## config.mk

```make
export PLATFORM = sky130hd
export DESIGN_NAME = fxp_div_arbiter
export DESIGN_NICKNAME = d
export VERILOG_FILES = /design/src/rtl/fxp_div_arbiter.sv
export SDC_FILE = /design/constraint.sdc
export NUM_CORES = 1
export LEC_CHECK = 0
export ABC_CLOCK_PERIOD_IN_PS = 4050
export CORE_MARGIN = 8
export CORE_UTILIZATION = 47
export CTS_BUF_LIST = sky130_fd_sc_hd__clkbuf_16
export DETAILED_ROUTE_END_ITERATION = 10
export PLACE_DENSITY = 0.79
export SYNTH_ARGS = -nofsm -noshare
export SYNTH_HDL_FRONTEND = slang
export SYNTH_SLANG_ARGS = --single-unit
export TNS_END_PERCENT = 100
```

## constraint.sdc

```tcl
create_clock -name clk -period 4.05 [get_ports clk]
set_clock_uncertainty 0.05 [all_clocks]
set_input_delay 0.6075 -clock clk [delete_from_list [all_inputs] [get_ports clk]]
set_output_delay 0.6075 -clock clk [all_outputs]
set_load 0.05 [all_outputs]
```

## src/rtl/fxp_div_arbiter.sv

```systemverilog
// Shared signed fixed-point divider: round-robin grant among NCH requesters,
// one restoring quotient bit per cycle, saturated quotient tagged with channel.
module fxp_div_arbiter #(
    parameter int W    = 32,
    parameter int FRAC = 16,
    parameter int NCH  = 4
) (
    input  logic                     clk,
    input  logic                     rst_n,
    input  logic [NCH-1:0]           req_valid,
    output logic [NCH-1:0]           req_ready,
    input  logic [NCH*W-1:0]         req_dividend,
    input  logic [NCH*W-1:0]         req_divisor,
    output logic                     rsp_valid,
    input  logic                     rsp_ready,
    output logic [$clog2(NCH)-1:0]   rsp_ch,
    output logic [W-1:0]             rsp_quotient,
    output logic                     rsp_dbz,
    output logic                     rsp_ovf,
    output logic                     busy
);
    localparam int CW   = $clog2(NCH);
    localparam int NW   = W + FRAC;
    localparam int CNTW = $clog2(NW + 1);
    localparam logic [CW:0]   NCH_L  = (CW+1)'(NCH);
    localparam logic [W-1:0]  QMAX   = {1'b0, {(W-1){1'b1}}};
    localparam logic [W-1:0]  QMIN   = {1'b1, {(W-1){1'b0}}};
    localparam logic [NW-1:0] QPOS_L = NW'(QMAX);
    localparam logic [NW-1:0] QNEG_L = NW'(QMIN);

    typedef enum logic [1:0] {S_IDLE, S_DIV, S_FIX, S_RESP} state_t;

    state_t          r_state;
    logic [CW-1:0]   r_ptr;
    logic [CW-1:0]   r_ch;
    logic [CNTW-1:0] r_cnt;
    logic            r_rsp_valid;
    logic [CW-1:0]   r_rsp_ch;
    logic [W-1:0]    r_rsp_q;
    logic            r_rsp_dbz;
    logic            r_rsp_ovf;

    logic [NW-1:0]   r_num;
    logic [W-1:0]    r_rem;
    logic [W-1:0]    r_den;
    logic            r_neg;
    logic            r_dvd_neg;

    logic [NCH-1:0]      w_gnt;
    logic [CW-1:0]       w_gidx;
    logic                w_found;
    logic [CW:0]         w_idx;
    logic                w_acc;
    logic signed [W-1:0] w_dvd;
    logic signed [W-1:0] w_dsr;
    logic [W:0]          w_trial;
    logic [W-1:0]        w_diff;
    logic                w_qbit;
    logic [W+1:0]        w_fix;

    // The most negative operand maps to magnitude 2^(W-1) without wrapping.
    function automatic logic [W-1:0] magnitude(input logic signed [W-1:0] x);
        return x[W-1] ? W'(-x) : W'(x);
    endfunction

    // Returns {dbz, ovf, quotient}: sign applied with truncation toward zero, then clamped.
    function automatic logic [W+1:0] saturate(input logic [NW-1:0] qm, input logic neg,
                                              input logic dbz, input logic dvd_neg);
        logic [W-1:0] q;
        logic         ovf;
        q   = qm[W-1:0];
        ovf = 1'b0;
        if (dbz) begin
            q = dvd_neg ? QMIN : QMAX;
        end else if (!neg) begin
            if (qm > QPOS_L) begin
                q   = QMAX;
                ovf = 1'b1;
            end
        end else if (qm > QNEG_L) begin
            q   = QMIN;
            ovf = 1'b1;
        end else begin
            q = ~qm[W-1:0] + W'(1);
        end
        return {dbz, ovf, q};
    endfunction

    always_comb begin
        w_gnt   = '0;
        w_gidx  = '0;
        w_found = 1'b0;
        w_idx   = '0;
        for (int i = 0; i < NCH; i++) begin
            w_idx = {1'b0, r_ptr} + (CW+1)'(i);
            if (w_idx >= NCH_L) w_idx = w_idx - NCH_L;
            if (!w_found && req_valid[w_idx[CW-1:0]]) begin
                w_found = 1'b1;
                w_gidx  = w_idx[CW-1:0];
            end
        end
        if (w_found) w_gnt[w_gidx] = 1'b1;
    end

    always_comb begin
        w_dvd = '0;
        w_dsr = '0;
        for (int j = 0; j < NCH; j++) begin
            if (w_gidx == CW'(j)) begin
                w_dvd = req_dividend[j*W +: W];
                w_dsr = req_divisor[j*W +: W];
            end
        end
    end

    assign w_acc     = (r_state == S_IDLE) && w_found;
    assign req_ready = (r_state == S_IDLE && rst_n) ? w_gnt : '0;

    assign w_trial = {r_rem, r_num[NW-1]};
    assign w_qbit  = (w_trial >= {1'b0, r_den});
    assign w_diff  = w_trial[W-1:0] - r_den;
    assign w_fix   = saturate(r_num, r_neg, (r_den == '0), r_dvd_neg);

    // Datapath: operand load on accept, then the quotient shifts into r_num LSB-first.
    always_ff @(posedge clk) begin
        if (w_acc) begin
            r_num     <= NW'(magnitude(w_dvd)) << FRAC;
            r_rem     <= '0;
            r_den     <= magnitude(w_dsr);
            r_neg     <= w_dvd[W-1] ^ w_dsr[W-1];
            r_dvd_neg <= w_dvd[W-1];
        end else if (r_state == S_DIV) begin
            r_rem <= w_qbit ? w_diff : w_trial[W-1:0];
            r_num <= {r_num[NW-2:0], w_qbit};
        end
    end

    always_ff @(posedge clk or negedge rst_n) begin
        if (!rst_n) begin
            r_state     <= S_IDLE;
            r_ptr       <= '0;
            r_ch        <= '0;
            r_cnt       <= '0;
            r_rsp_valid <= 1'b0;
            r_rsp_ch    <= '0;
            r_rsp_q     <= '0;
            r_rsp_dbz   <= 1'b0;
            r_rsp_ovf   <= 1'b0;
        end else begin
            case (r_state)
                S_IDLE: begin
                    if (w_acc) begin
                        r_ch    <= w_gidx;
                        r_ptr   <= (w_gidx == CW'(NCH-1)) ? '0 : w_gidx + 1'b1;
                        r_cnt   <= CNTW'(NW-1);
                        r_state <= S_DIV;
                    end
                end
                S_DIV: begin
                    if (r_cnt == '0) r_state <= S_FIX;
                    else             r_cnt   <= r_cnt - 1'b1;
                end
                S_FIX: begin
                    r_rsp_dbz   <= w_fix[W+1];
                    r_rsp_ovf   <= w_fix[W];
                    r_rsp_q     <= w_fix[W-1:0];
                    r_rsp_ch    <= r_ch;
                    r_rsp_valid <= 1'b1;
                    r_state     <= S_RESP;
                end
                S_RESP: begin
                    if (rsp_ready) begin
                        r_rsp_valid <= 1'b0;
                        r_state     <= S_IDLE;
                    end
                end
                default: r_state <= S_IDLE;
            endcase
        end
    end

    assign rsp_valid    = r_rsp_valid;
    assign rsp_ch       = r_rsp_ch;
    assign rsp_quotient = r_rsp_q;
    assign rsp_dbz      = r_rsp_dbz;
    assign rsp_ovf      = r_rsp_ovf;
    assign busy         = (r_state != S_IDLE);
endmodule

```

==> run_results.csv <==
group,metric,value,unit
logic_synthesis,ys_seq_area_frac,0.317,
floorplanning,die_area,33600,sq um
placed_design,preCtsSetupSlack,-782,ps
global_routing,antenna_found_initial,4,
detailed_routing,wire_per_inst,20.1,um
detailed_routing,drt-pass1-iter-count,5,
clock_tree,cts_buffer_depth,2,
sta,hold_viol_final,0,
logic_synthesis,yosys_warnings,0,
global_routing,grt_pass1_vias,14300,
critical_path,critPathRequiredTime,4170,ps
floorplanning,core-area,27600,sq um
sta,fmax,0.254,GHz
logic_synthesis,synthTopCellsByArea,"edfxtp_1 (15%), dfrtp_1 (9.3%), dfxtp_1 (7.3%), nand2_1 (5.0%), a21oi_1 (4.5%)",
detailed_routing,drt.antenna.violating_nets,0,
finish,fillCellCount,2336,
sta,fin_crit_sh,0.974,
logic_synthesis,ys_top_cells_by_count,"nand2_1 (174), nor2_1 (135), a21oi_1 (117), o21ai_0 (104), clkbuf_1 (70)",
logic_synthesis,synth_top_family_by_area,"compound AO/OA/AOI/OAI gates",
pwr,leakage,7.39,nW
detailed_routing,vias,14500,
job,maxCapViolations,0,
placed_design,dp_hpwl,38.7,mm
sta,drv_slew,0,
critical_path,cp_data_arrival_time,4060,ps
logic_synthesis,yosys.area_share.adder,0.0453,
clock_tree,clock_sinks,163,
logic_synthesis,synthCells,1632,
critical_path,cp-end-kind,"register",
clock_tree,root_buffer,"clkbuf_16",
logic_synthesis,syn_area,13100,sq um
logic_synthesis,synth_simple_gate_area_frac,0.232,
floorplanning,die_w,183,um
logic_synthesis,syn_nets,1942,
pwr,p_per_area,871,nW/um^2
floorplanning,io-pin-count,305,
sta,relSlewSlack,0.332,
logic_synthesis,avgSynthCellArea,8.05,sq um
global_routing,grt_first_pass_wirelength,76.2,mm
detailed_routing,wirelength,48.7,mm
clock_tree,hold_buffers,0,
detailed_routing,route.detailed.vias_per_inst,5.99,
critical_path,worst_r2r_endpoint,"r_num[40]",
global_routing,grt_start_max_net_pins,62,
logic_synthesis,ys_types,85,
logic_synthesis,synth.top_cell.area_share,0.151,
placed_design,gp_congestion,0.956,
placed_design,dpl_cell_area,17600,sq um
detailed_routing,drcViolationCount,0,
logic_synthesis,synth_compound_area_frac,0.257,
logic_synthesis,synthXorXnorAreaFrac,0.0553,
sta,fin_tns_setup,0,ps
pwr,total_power,16.0,mW
clock_tree,path_clk_slew,70,ps
critical_path,r2r_start,"r_ptr[0]",
critical_path,reg2reg_depth,17,
critical_path,worstPathMaxFanout,10,
floorplanning,initial_core_util,0.476,
min_path,hold_end,"rsp_quotient[30]",
finish,nets,2333,
sta,setup_viol,0,
clock_tree,h-tree-depth,4,
finish,layout-drive-gt1-share,0.139,
clock_tree,cts_made_buffers,17,
sta,tightest_slew,998,ps
placed_design,io_buffers,304,
critical_path,start_kind,"register",
sta,whs,444,ps
finish,areaGrowthSynthToFinish,40.0,%
global_routing,track_usage,0.281,
logic_synthesis,yosys.area.top_type,"edfxtp_1",
logic_synthesis,synth_edf_count,66,
finish,final_area,18400,sq um
floorplanning,die_h,183,um
min_path,hp-start,"rsp_quotient[30]",
critical_path,r2r_slack,110,ps
logic_synthesis,synth-async-reset-ratio,0.301,
global_routing,overflow,0,
sta,finalWorstSetupSlack,106,ps
clock_tree,cts_tree,"done",
detailed_routing,drt_iter0_drc,1254,
outcome,outcome,"finished, final reports clean",
critical_path,worstSetupPathType,"reg2reg",
logic_synthesis,yosysMostFrequentCell,"nand2_1",
logic_synthesis,ys_ff_latch,163,
sta,period_needed,3940,ps
min_path,min_path_type,"reg2reg",
clock_tree,clock_latency,430,ps
floorplanning,core.rowCount,61,
logic_synthesis,synth_ff_type,"edfxtp_1",
logic_synthesis,muxShareOfSynthArea,0.0357,
pwr,ir_drop,0.387,mV
min_path,holdPathStages,1,
[sequential cells by signal (all words and copies together) (netlist names)]
| register | flops |
|---|---|
| r_cnt | 6 |
| r_ptr | 2 |
| r_den | 32 |
| rsp_dbz | 1 |
| r_dvd_neg | 1 |
| rsp_ovf | 1 |
| r_num | 48 |
| r_state | 2 |
| rsp_ch | 2 |
| r_neg | 1 |
| r_rem | 32 |
| rsp_quotient | 32 |
| r_ch | 2 |
| rsp_valid | 1 |
[how the worst max path moves through the flow]
stage / start / cells past startpoint / endpoint
floorplan: req_valid[0] / 21 / r_den[30]
global placement: req_valid[0] / 20 / r_num[40]
detailed placement: req_valid[0] / 21 / r_den[19]
CTS: req_valid[3] / 19 / r_den[30]
global route: req_valid[0] / 21 / r_num[43]
finish: r_ptr[0] / 17 / r_num[40]
[placed cells by master, fill, tap and decap left out, types with 10 or more instances in the layout]
cell type        synthesis  layout
ha_1                    46      40
nand4_1                 15      15
nor3b_1                 12      12
clkdlybuf4s50_1          0     295
xnor2_1                 45      45
a211oi_1                13      12
o21ai_0                104     102
xor2_1                  38      38
o211ai_1                17      17
o31ai_1                 23      20
o31a_1                  19      19
and2_1                  12      10
mux2i_1                 39      39
nand3_1                 49      47
nand3b_1                25      25
o21ai_1                 12      14
nor2b_1                 30      29
nor2_1                 135     134
nand2_1                174     174
and3_1                  16      16
a311oi_1                14      14
o21a_1                  10      10
a221oi_1                33      32
clkbuf_16                0      17
inv_1                   67      64
nor4_1                  28      26
dfxtp_1                 48      48
edfxtp_1                66      66
or3_1                   12      12
a21o_1                  15      15
dfrtp_1                 49      48
nor3_1                  49      47
nand2b_1                16      15
a21oi_1                117     114
a31oi_1                 38      37
buf_4                    2     167
[metrics by stage]
stage | instances | utilization
3_3_place_gp | 2372 | 0.636
4_1_cts | 2411 | 0.662
2_1_floorplan | 1632 | -
5_1_grt | 2418 | 0.666
6_report | 2418 | 0.666
3_5_place_dp | 2372 | 0.636
[power breakdown]
part,switching [mW],total [mW],leakage [nW],internal (mW)
combinational,6.39,11.1,5.49,4.71
sequential,0.618,3.37,1.62,2.75
clock,0.699,1.55,0.277,0.852
[what timing repair did]
item                       4_1_cts  5_1_grt
pin swaps                        8        7
resized for setup               27       18
setup buffers                    6        3
cloned                           1        0
setup endpoints to repair       43       35
[per-layer routing]
layer	track usage	wire length, um
met1	0.358	20600
met2	0.463	22800
met3	0.0544	3610
met4	0.114	1660
met5	0	0
[logic make-up (layout without fill, tap and decap cells)]
kind of cell               after synthesis  in the layout
muxes                                   46             46
AOI/OAI and AO/OA                      504            504
adders and majority gates               47             47
buffers and inverters                  182            586
other                                    0              4
DFF                                    163            163
xor gates and xnor gates                83             83
and+or+nand+nor                        607            607
[cell type report]
| class | count | area, sq um | share of cell area |
|---|---|---|---|
| inverters | 71 | 267 | 0.0145 |
| repair buffers | 483 | 4530 | 0.246 |
| clock inverters | 15 | 131 | 0.00714 |
| clock buffers | 17 | 425 | 0.0231 |
| diodes | 4 | 10.0 | 0.000544 |
| well taps | 378 | 473 | 0.0257 |
| multi-input cells | 1287 | 8380 | 0.456 |
| flip-flops and latches | 163 | 4170 | 0.227 |
[critical path: stages (launching register included)]
cell and delay (ps):
dfrtp_2 480, nor2_4 130, a21oi_2 40, nor2_1 130, a211oi_2 50, buf_4 180
buf_4 170, ha_4 200, buf_2 180, buf_4 190, nand2_1 70, a31oi_1 100
or4_4 530, a221o_2 440, nor4_4 180, buf_6 170, a21oi_1 60, or3_1 340
(Power assumes the default switching activity.)
